File: src/rtl/riscv_pkg.sv
// Shared RISC-V pipeline definitions: datapath width, canonical NOP and the
// {pc, instr} entry that travels from fetch into the IF/ID register.
package riscv_pkg;

    localparam int XLEN = 32;
    localparam logic [XLEN-1:0] NOP_INSTR = 32'h00000013;

    typedef struct packed {
        logic [XLEN-1:0] pc;
        logic [XLEN-1:0] instr;
    } fetch_entry_t;

endpackage

File: src/rtl/fetch_fifo.sv
// Small synchronous FIFO used for both the fetch address queue and the response
// buffer; pop is evaluated before push so a full FIFO can push and pop together.
module fetch_fifo #(
    parameter int DEPTH = 2,
    parameter int WIDTH = 32
) (
    input  logic                   clk,
    input  logic                   reset,
    input  logic                   clear,
    input  logic                   push,
    input  logic [WIDTH-1:0]       push_data,
    input  logic                   pop,
    output logic [WIDTH-1:0]       head,
    output logic                   full,
    output logic                   empty,
    output logic [$clog2(DEPTH):0] count
);

    localparam int PW = $clog2(DEPTH);
    localparam int CW = PW + 1;

    logic [WIDTH-1:0] mem [DEPTH];
    logic [PW-1:0]    rd_ptr;
    logic [PW-1:0]    wr_ptr;
    logic             do_push;
    logic             do_pop;

    assign empty   = (count == '0);
    assign full    = (count == CW'(DEPTH));
    assign do_pop  = pop && !empty;
    assign do_push = push && (!full || do_pop);
    assign head    = mem[rd_ptr];

    always_ff @(posedge clk or posedge reset) begin
        if (reset) begin
            rd_ptr <= '0;
            wr_ptr <= '0;
            count  <= '0;
        end else if (clear) begin
            rd_ptr <= '0;
            wr_ptr <= '0;
            count  <= '0;
        end else begin
            if (do_push) wr_ptr <= wr_ptr + PW'(1);
            if (do_pop)  rd_ptr <= rd_ptr + PW'(1);
            count <= count + CW'(do_push) - CW'(do_pop);
        end
    end

    // Storage needs no reset: only entries below count are ever observed.
    always_ff @(posedge clk) begin
        if (do_push && !clear) mem[wr_ptr] <= push_data;
    end

endmodule

File: src/rtl/if_id_fetch.sv
// Fetch stage: issues in-order imem requests from pc_in, drops wrong-path
// responses after a flush, buffers the rest and drives the IF/ID register.
module if_id_fetch
    import riscv_pkg::*;
#(
    parameter int DEPTH = 2
) (
    input  logic            clk,
    input  logic            reset,
    input  logic [XLEN-1:0] pc_in,
    output logic            pc_stall,
    output logic            imem_req_valid,
    output logic [XLEN-1:0] imem_req_addr,
    input  logic            imem_req_ready,
    input  logic            imem_rsp_valid,
    input  logic [XLEN-1:0] imem_rsp_data,
    input  logic            id_stall,
    input  logic            flush,
    output logic            id_valid,
    output logic [XLEN-1:0] id_pc,
    output logic [XLEN-1:0] id_instr,
    output logic [XLEN-1:0] id_pc_plus4
);

    localparam int CW = $clog2(DEPTH) + 1;
    localparam logic [CW+1:0] DEPTH_OCC = (CW + 2)'(DEPTH);

    logic [CW-1:0]   kill_cnt;
    logic [CW-1:0]   kill_next;
    logic [CW-1:0]   addr_count;
    logic [CW-1:0]   buf_count;
    logic [CW:0]     in_flight;
    logic [CW:0]     flush_kill;
    logic [CW+1:0]   occ;
    logic            accept;
    logic            rsp_kill;
    logic            rsp_take;
    logic            flush_drop;
    logic            load_en;
    logic            bypass;
    logic            buf_push;
    logic            buf_pop;
    logic            addr_full;
    logic            addr_empty;
    logic            buf_full;
    logic            buf_empty;
    logic [XLEN-1:0] addr_head;
    fetch_entry_t    buf_head;
    fetch_entry_t    buf_entry;

    // Killed requests still occupy a slot until their response drains.
    assign in_flight = {1'b0, kill_cnt} + {1'b0, addr_count};
    assign occ       = {1'b0, in_flight} + {2'b00, buf_count};

    assign imem_req_valid = !reset && !flush && (occ < DEPTH_OCC);
    assign imem_req_addr  = pc_in;
    assign accept         = imem_req_valid && imem_req_ready;
    assign pc_stall       = !accept;

    assign rsp_kill   = imem_rsp_valid && (kill_cnt != '0);
    assign rsp_take   = imem_rsp_valid && (kill_cnt == '0) && !addr_empty && !flush;
    assign flush_drop = imem_rsp_valid && (in_flight != '0);
    assign flush_kill = in_flight - (CW + 1)'(flush_drop);
    assign load_en    = !id_stall || !id_valid;
    assign bypass     = load_en && buf_empty && rsp_take;
    assign buf_push   = rsp_take && !bypass;
    assign buf_pop    = load_en && !buf_empty && !flush;
    assign buf_entry  = '{pc: addr_head, instr: imem_rsp_data};

    fetch_fifo #(.DEPTH(DEPTH), .WIDTH(XLEN)) addr_fifo (
        .clk       (clk),
        .reset     (reset),
        .clear     (flush),
        .push      (accept),
        .push_data (pc_in),
        .pop       (rsp_take),
        .head      (addr_head),
        .full      (addr_full),
        .empty     (addr_empty),
        .count     (addr_count)
    );

    fetch_fifo #(.DEPTH(DEPTH), .WIDTH($bits(fetch_entry_t))) rsp_buf (
        .clk       (clk),
        .reset     (reset),
        .clear     (flush),
        .push      (buf_push),
        .push_data (buf_entry),
        .pop       (buf_pop),
        .head      (buf_head),
        .full      (buf_full),
        .empty     (buf_empty),
        .count     (buf_count)
    );

    // On flush every live request becomes a kill, minus the one answered now.
    always_comb begin
        kill_next = kill_cnt;
        if (flush) begin
            kill_next = flush_kill[CW-1:0];
        end else if (rsp_kill) begin
            kill_next = kill_cnt - CW'(1);
        end
    end

    always_ff @(posedge clk or posedge reset) begin
        if (reset) begin
            kill_cnt <= '0;
        end else begin
            kill_cnt <= kill_next;
        end
    end

    always_ff @(posedge clk or posedge reset) begin
        if (reset) begin
            id_valid <= 1'b0;
            id_pc    <= '0;
            id_instr <= NOP_INSTR;
        end else if (flush) begin
            id_valid <= 1'b0;
            id_instr <= NOP_INSTR;
        end else if (load_en) begin
            if (!buf_empty) begin
                id_valid <= 1'b1;
                id_pc    <= buf_head.pc;
                id_instr <= buf_head.instr;
            end else if (rsp_take) begin
                id_valid <= 1'b1;
                id_pc    <= addr_head;
                id_instr <= imem_rsp_data;
            end else begin
                id_valid <= 1'b0;
                id_instr <= NOP_INSTR;
            end
        end
    end

    assign id_pc_plus4 = id_pc + XLEN'(4);

    no_orphan_rsp: assert property (@(posedge clk) disable iff (reset)
        imem_rsp_valid |-> (in_flight != '0));
    occ_bounded: assert property (@(posedge clk) disable iff (reset)
        occ <= DEPTH_OCC);
    addr_no_overflow: assert property (@(posedge clk) disable iff (reset)
        accept |-> !addr_full);
    buf_no_overflow: assert property (@(posedge clk) disable iff (reset)
        buf_push |-> (!buf_full || buf_pop));

endmodule
File: config.mk
export PLATFORM = sky130hd
export DESIGN_NAME = if_id_fetch
export DESIGN_NICKNAME = d
export VERILOG_FILES = /design/src/rtl/riscv_pkg.sv /design/src/rtl/fetch_fifo.sv /design/src/rtl/if_id_fetch.sv
export SDC_FILE = /design/constraint.sdc
export NUM_CORES = 1
export LEC_CHECK = 0
export BUFFER_PORTS_ARGS = -buffer_cell sky130_fd_sc_hd__buf_2
export CORE_ASPECT_RATIO = 0.9
export CORE_MARGIN = 2
export CORE_UTILIZATION = 28
export DETAILED_ROUTE_END_ITERATION = 10
export GPL_TIMING_DRIVEN = 1
export HOLD_SLACK_MARGIN = 0.15
export SLEW_MARGIN = 20
export SYNTH_ARGS = -nofsm -noshare
export SYNTH_HDL_FRONTEND = slang
export SYNTH_HIERARCHICAL = 1
export SYNTH_SLANG_ARGS = --single-unit
File: constraint.sdc
create_clock -name clk -period 11.6 [get_ports clk]
set_clock_uncertainty 0.05 [all_clocks]
set_input_delay 0 -clock clk [delete_from_list [all_inputs] [get_ports clk]]
set_output_delay 0 -clock clk [all_outputs]
set_load 0.01 [all_outputs]
Yosys cells after proc, flatten, opt, wreduce, memory -nomap -nowiden
Memory sizes are Yosys's and may differ from the RTL's.
Index checks and enable logic that the tools add are counted.
{"block": "classes", "n_mux": 26, "bitwise": 1, "n_addsub": 13, "eq_ne": 3, "reduce_logical": 44, "order_cmp": 1}
{"cell": "$mux 32", "count": 6}
{"cell": "$add 32x3->32 const B", "count": 1}
{"cell": "$logic_and 1x1->1", "count": 19}
{"cell": "$mux 1", "count": 16}
{"cell": "$reduce_bool 2->1", "count": 7}
{"cell": "$logic_not 1->1", "count": 10}
{"cell": "$mux 2", "count": 4}
{"cell": "$logic_not 2->1", "count": 3}
{"cell": "$sub 2x1->2", "count": 3}
{"cell": "$add 1x1->1 const B", "count": 4}
{"cell": "$add 2x1->2", "count": 2}
{"cell": "$add 3x2->4", "count": 1}
{"cell": "$eq 2x2->1 const B", "count": 2}
{"cell": "$lt 4x2->1 const B", "count": 1}
{"cell": "$add 2x2->3", "count": 1}
{"cell": "$logic_or 1x1->1", "count": 3}
{"cell": "$reduce_and 3->1", "count": 1}
{"cell": "$reduce_bool 3->1", "count": 1}
{"cell": "$ne 2x1->1 const B", "count": 1}
{"cell": "$sub 2x1->2 const B", "count": 1}
{"cell": "$not 1->1", "count": 1}
{"block": "totals", "mem_count": 2, "register_bits": 75, "mem_bits_rw": 192, "output_inout_bits": 131}
{"name": "rsp_buf.mem", "depth": 2, "word_bits": 64, "read_ports": 1, "rd_clocked_by_memory_dff": 0, "write_ports": 1, "line": "fetch_fifo.sv:22", "rtl": "logic [WIDTH-1:0] mem [DEPTH];"}
{"name": "addr_fifo.mem", "depth": 2, "word_bits": 32, "read_ports": 1, "rd_clocked_by_memory_dff": 0, "write_ports": 1, "line": "fetch_fifo.sv:22"}

Longest topological paths before layout
Gate-level depths: netlist (run 1).
{"block": "logic_depth", "depth_word": 11, "ltp_mapped": 13, "depth_no_buf": 13}

Hierarchy
The synthesis (run 1) kept the hierarchy.
{"module": "fetch_fifo (rsp_buf)", "area_per_inst_um2": 4906.0, "instances": 1, "cells_per_inst": 229}
{"module": "if_id_fetch", "area_per_inst_um2": 3923.8, "instances": 1, "cells_per_inst": 399}
{"module": "fetch_fifo (addr_fifo)", "area_per_inst_um2": 2566.2, "instances": 1, "cells_per_inst": 130}

Worst setup path before layout (run 1)
OpenSTA, ideal clock, no wires.
{"block": "synth_path", "kind": "register to register", "from": "register kill_cnt[1]", "to": "memory rsp_buf/mem[1][0] in the netlist's numbering, enable pin", "setup_ns": 0.578, "period_less_slack_ns": 7.035, "arrival_ns": 6.407, "stages_incl_launch_ff": 7, "slack_ns": 4.565, "required_time_ns": 10.972, "cell_sequence": "dfrtp_1 -> inv_1 -> ha_1 -> nor4bb_4 -> a21boi_0 -> o21ai_2 -> nor3b_1"}
{"block": "synth_between", "elab_chain_cells": 11}
{"element": "from (decl)", "line": "if_id_fetch.sv:28", "rtl": "logic [CW-1:0] kill_cnt;"}
{"element": "from (signal assigned)", "line": "if_id_fetch.sv:110", "rtl": "kill_cnt <= kill_next;"}
{"element": "$logic_not 2->1 (*)", "line": "if_id_fetch.sv:61", "rtl": "assign rsp_take = imem_rsp_valid && (kill_cnt == '0) && !addr_empty && !flush;"}
{"element": "$logic_and 1x1->1 (*) (3 in series)", "line": "if_id_fetch.sv:61"}
{"element": "named net rsp_take", "line": "if_id_fetch.sv:37", "rtl": "logic rsp_take;"}
{"element": "$logic_and 1x1->1", "line": "if_id_fetch.sv:65", "rtl": "assign bypass = load_en && buf_empty && rsp_take;"}
{"element": "$logic_not 1->1", "line": "if_id_fetch.sv:66", "rtl": "assign buf_push = rsp_take && !bypass;"}
{"element": "$logic_and 1x1->1 (*)", "line": "if_id_fetch.sv:66"}
{"element": "named net buf_push", "line": "if_id_fetch.sv:41", "rtl": "logic buf_push;"}
{"element": "$logic_and 1x1->1 (*)", "line": "fetch_fifo.sv:31", "rtl": "assign do_push = push && (!full || do_pop);"}
{"element": "$logic_and 1x1->1 (*)", "line": "fetch_fifo.sv:52", "rtl": "if (do_push && !clear) mem[wr_ptr] <= push_data;"}
{"element": "$mux 1 (*)", "line": "fetch_fifo.sv:52"}
{"element": "$mux 1 (implied by the code) (*)", "line": "fetch_fifo.sv:52"}
{"element": "to (decl)", "line": "fetch_fifo.sv:22"}
The timed path passes the listed nets; every way through them passes the cells marked *.

Worst setup path after layout (run 1)
{"block": "layout_path", "from": "register addr_fifo.count[0]", "to": "memory addr_fifo.mem[2][2] (netlist: addr_fifo/mem[1][2]), enable pin"}
{"element": "from (decl)", "line": "fetch_fifo.sv:16", "rtl": "output logic [$clog2(DEPTH):0] count"}
{"element": "from (signal assigned)", "line": "fetch_fifo.sv:46", "rtl": "count <= count + CW'(do_push) - CW'(do_pop);"}
{"element": "$add 2x2->3", "line": "if_id_fetch.sv:52", "rtl": "assign in_flight = {1'b0, kill_cnt} + {1'b0, addr_count};"}
{"element": "$add 3x2->4", "line": "if_id_fetch.sv:53", "rtl": "assign occ = {1'b0, in_flight} + {2'b00, buf_count};"}
{"element": "$lt 4x2->1", "line": "if_id_fetch.sv:55", "rtl": "assign imem_req_valid = !reset && !flush && (occ < DEPTH_OCC);"}
{"element": "$logic_and 1x1->1", "line": "if_id_fetch.sv:55"}
{"element": "$logic_and 1x1->1", "line": "if_id_fetch.sv:57", "rtl": "assign accept = imem_req_valid && imem_req_ready;"}
{"element": "named net accept", "line": "if_id_fetch.sv:35", "rtl": "logic accept;"}
{"element": "$logic_and 1x1->1", "line": "fetch_fifo.sv:31"}
{"element": "$logic_and 1x1->1", "line": "fetch_fifo.sv:52"}
{"element": "$mux 1", "line": "fetch_fifo.sv:52"}
{"element": "$mux 1 (implied by the code)", "line": "fetch_fifo.sv:52"}
{"element": "to (decl)", "line": "fetch_fifo.sv:22"}
The timed path passes the listed nets, and every way through them passes these cells.

==> results of run 1 <==
## critical path: stages, from the launching register on
cell	delay, ns
dfrtp_1	0.46
ha_1	0.23
fa_1	0.53
fa_1	0.44
or2_2	0.30
a2111oi_2	0.42
and2_1	0.28
o21ai_1	0.19
nor3b_2	0.23
buf_4	0.43
## power by group
group	switching, mW	internal [mW]	total (mW)	leakage, nW
clock	0.369	0.552	0.921	0.463
sequential	0.0152	1.04	1.05	2.68
combinational	0.0700	0.0711	0.141	3.00
total	0.454	1.66	2.11	6.15
## stage by stage
| step | hold slack (ns) | cell area [um2] |
|---|---|---|
| final | 0.173 | 14700 |
| after global routing | 0.160 | 14700 |
| after CTS | 0.150 | 14700 |
| after floorplan | -0.284 | 11400 |
| after detailed placement | -0.106 | 12800 |
| after global placement | -0.0957 | 12800 |
## registers in the layout (all words and copies together) (netlist names)
signal / flops
kill_cnt: 2
addr_fifo/count: 2
id_instr: 32
addr_fifo/mem: 64
id_pc: 32
rsp_buf/wr_ptr: 1
rsp_buf/rd_ptr: 1
id_valid: 1
rsp_buf/count: 2
rsp_buf/mem: 128
addr_fifo/wr_ptr: 1
addr_fifo/rd_ptr: 1
## metal layers
layer	wire length, um	up-vias	GRT usage (%)	part of all wire, %
li1	-	3345	-	-
met3	1610	45	2.17	6.0
met1	12600	3547	17.4	46
met2	12300	249	20.4	46
met5	0	-	0	0
met4	549	0	2.94	2.0
## cell type report
type                    instances  area [um2]
clock buffers                  37         764
clock inverters                15         188
repair buffers                316        2130
flip-flops and latches        267        7650
inverters                      40         151
well taps                     540         676
multi-input cells             383        3180
fillers                      3863       25600
## worst max path at each step
stage,start,end,slack (ns)
after floorplan,kill_cnt[1],rsp_buf/mem[1][0],4.57
after global placement,addr_fifo/count[0],addr_fifo/mem[1][9],7.75
after detailed placement,addr_fifo/count[0],addr_fifo/mem[1][9],7.63
after CTS,addr_fifo/count[0],addr_fifo/mem[1][2],7.62
after global routing,addr_fifo/count[0],addr_fifo/mem[1][8],7.41
final,addr_fifo/count[0],addr_fifo/mem[1][2],7.64
## cells in the final DEF, fill, tap and decap left out, types with 6 or more instances in the layout
cell,instances
buf_4,12
clkbuf_1,6
buf_2,200
mux2_2,51
nand2_1,42
ha_1,7
mux2i_1,32
dfrtp_1,70
a222oi_1,29
xnor2_1,21
inv_1,39
edfxtp_1,192
xor2_1,13
o21ai_0,33
clkbuf_16,28
nand3_1,17
mux2_1,51
nand4_1,7
nor4_1,6
nor2b_1,6
dlygate4sd3_1,104
nor2_1,21
==> results.ini, run 1 <==
[clock_tree]
post_cts_buffers=0
cts_tree=done
ctsRootBufferMaster=clkbuf_16
clk_pin_slew_ns=0.06
htree_levels=1
cts_buffers=28
cts_hold_buf=104
postCtsResizedCells=0
ctsLongestPathBuffers=3
clock_latency_ns=0.54
clock_sinks=267

[power_and_ir_drop]
power_mw=2.11
p_leak_nw=6.15
powerDensity_mw_per_mm2=143
peakVddDrop_mv=0.0841

[setup_path]
crit_required_ns=11.73
rrSetupSlack_ns=7.64
rr_startpoint=addr_fifo/count[0]
crit_arrival_ns=4.09
r2r_cells=9
crit_path_start_kind=flip-flop
end_kind=flip-flop
path_class=reg -> reg
crit_fanout=32
r2r-end=addr_fifo/mem[1][2]

[floorplanning]
io_pins=201
die-area_mm2=0.0423
die_height_um=195
coreArea_mm2=0.0404
rows=70
initial_utilization_pct=28.2
dieWidth_um=217

[logic_synthesis]
synth.avg_cell_area_um2=15.1
yosysWarningCount=6
postSynthCellCount=756
syn_nets=835
netlist_area_mm2=0.0114

[timing]
grt_setup_unrepaired=no
setup_viol=0
tns_ns=0
relSlewSlack_pct=29.3
max_freq_mhz=252
fin_ws_ns=7.64
drv_slew=0
hold_viol=0
tightest_slew_ns=1.06
fin_crit_sh_pct=34.2
fin_crit_ns=3.96

[drt]
drt_iter0_markers=631
wirelength_mm=27.0
routedWlPerCell_um=16.9
drc=0
vias=7186
drtAntennaViolNets=0
vias_per_cell=4.50
drt-pass1-iter-count=7

[job]
drv_cap=0

[placed_design]
dp.cells=1442
dp_hpwl_mm=16.5
gp_congestion=0.747
pre_cts_slack_ns=7.63
portBuffers=200

[status]
status=finished, final reports clean

[grt]
antenna_found_initial=0
track_usage_pct=12.5
grt_pass1_wl_mm=41.6
grt_pass1_vias=7282
overflow=0
grt_max_degree=69

[finish]
fin_util_pct=36.5
final_cells=1598
layout.nets=1115
antenna_cells=0
drive_gt1_share_pct=31.0
area_growth_pct=29.5

[worst_hold_path]
hp-class=in -> reg
worstHoldEndpoint=rsp_buf/mem[1][15]
hp-start=imem_rsp_data[15]
whs_path_depth=2

No activity file was read; power rests on OpenSTA's default activity.
==> inputs of run 2 (changes only) <==
Settings changed: ABC_AREA from default to 1.
Clock period 11.6 ns to 3.38 ns, I/O delays scaled along.
==> results.ini, run 2 <==
[status]
status=finished, final reports clean

[clock_tree]
ctsLongestPathBuffers=3
clock_latency_ns=0.54
postCtsResizedCells=0
cts_tree=done
clk_pin_slew_ns=0.06
cts_buffers=28
post_cts_buffers=0
ctsRootBufferMaster=clkbuf_16
htree_levels=1
clock_sinks=267

[drt]
vias_per_cell=4.41
wirelength_mm=32.6
drt-pass1-iter-count=5
routedWlPerCell_um=15.5
drtAntennaViolNets=0
drc=0
vias=9250
drt_iter0_markers=636

[placed_design]
dp_hpwl_mm=21.7
placed_cell_area_mm2=0.0135
dp.cells=1946
gp_congestion=0.934
portBuffers=200

[grt]
grt_pass1_vias=9228
antenna_found_initial=0
use_met2_pct=23.4
grt_pass1_wl_mm=51.0
track_usage_pct=14.3
overflow=0
use_met3_pct=1.93
met1_usage_pct=19.9
grt_max_degree=68
top_usage_layer=met2

[power_and_ir_drop]
powerDensity_mw_per_mm2=585
peakVddDrop_mv=0.306
p_leak_nw=6.88

[setup_path]
crit_buf_inv=2
slowest_stage=fa_2
path_cells=ha_2, fa_2, fa_2, nor3_2, and2_4, nand2_4, inv_4, o21ai_4, nor3_4, buf_12
end_kind=flip-flop
crit_required_ns=3.56
critPathTopFamily=adder cells
rrSetupSlack_ns=0.43
rr_startpoint=addr_fifo/count[0]
r2r-end=addr_fifo/mem[1][31]
crit_path_start_kind=flip-flop
max_stage_delay_ns=0.62
crit_path_start=addr_fifo/count[0]
crit_fanout=32
r2r_cells=10
crit_arrival_ns=3.13
path_class=reg -> reg
critPathMostFrequentCell=fa_2

[worst_hold_path]
whs_path_depth=2
hp-class=in -> reg
worstHoldEndpoint=addr_fifo/mem[0][1]
hp-start=pc_in[1]

[finish]
antenna_cells=0
top_register=rsp_buf/mem
largest_register_ffs=128
layout_commonest_cell=nand2_1
layout.nets=1600
fin_util_pct=36.2
final_cell_mix=605 x nand2_1, 200 x buf_2, 192 x edfxtp_1
reg_top3=rsp_buf/mem: 128 flops, addr_fifo/mem: 64 flops
final_cells=2098
area_growth_pct=27.4
fin_area_mm2=0.0155
drive_gt1_share_pct=21.3

[timing]
fin_crit_sh_pct=87.4
grt_setup_unrepaired=no
hold_viol=0
setup_viol=0
relSlewSlack_pct=35.2
max_freq_mhz=339
fin_crit_ns=2.95
tightest_slew_ns=0.972
drv_slew=0

[floorplanning]
die_height_um=202
die-area_mm2=0.0452
io_pins=201
rows=72
dieWidth_um=224
coreArea_mm2=0.0430
initial_utilization_pct=28.4

[logic_synthesis]
syn_nets=1334
postSynthCellCount=1255
netlist_area_mm2=0.0122
yosysWarningCount=6
synth.avg_cell_area_um2=9.72

[job]
drv_cap=0

-- run 2: stage by stage --
stage	hold WS [ns]	setup TNS [ns]	power (mW)	setup WS, ns
floorplan	-0.284	-1.24	4.97	-0.0386
global placement	-0.0911	0	5.73	0.452
detailed placement	-0.0809	0	5.75	0.411
CTS	0.150	0	9.19	0.392
global route	0.160	0	9.51	0.307
finish	0.165	0	9.09	0.427
-- run 2: cell type report --
cell class / instances / area [um2]
well taps: 555 / 694
fillers: 4241 / 27400
inverters: 60 / 231
multi-input cells: 847 / 3790
repair buffers: 317 / 2150
flip-flops and latches: 267 / 7650
clock inverters: 15 / 210
clock buffers: 37 / 806
-- run 2: timing repair --
action                     CTS  global route
setup endpoints to repair    0             0
hold endpoints to repair   316             0
hold buffers               100             0
-- run 2: where the power goes --
part           switching [mW]  internal, mW  total (mW)
Combinational            1.00         0.697        1.70
Sequential              0.332          3.73        4.06
Clock                    1.27          2.05        3.33
Total                    2.61          6.48        9.09
-- run 2: routing by layer --
layer / vias up / share of wire (%)
met1: 4418 / 48
met4: 0 / 2.3
met5: - / 0
met3: 51 / 3.7
met2: 212 / 46
li1: 4569 / -
-- run 2: how the worst max path moves through the flow --
stage                                 to  slack, ns  cells after the start
floorplan            addr_fifo/mem[1][0]      -0.04                      9
global placement     addr_fifo/mem[1][6]       0.45                     10
detailed placement   addr_fifo/mem[1][9]       0.41                     10
CTS                  addr_fifo/mem[1][9]       0.39                     10
global route                id_instr[22]       0.31                      8
finish              addr_fifo/mem[1][31]       0.43                     10
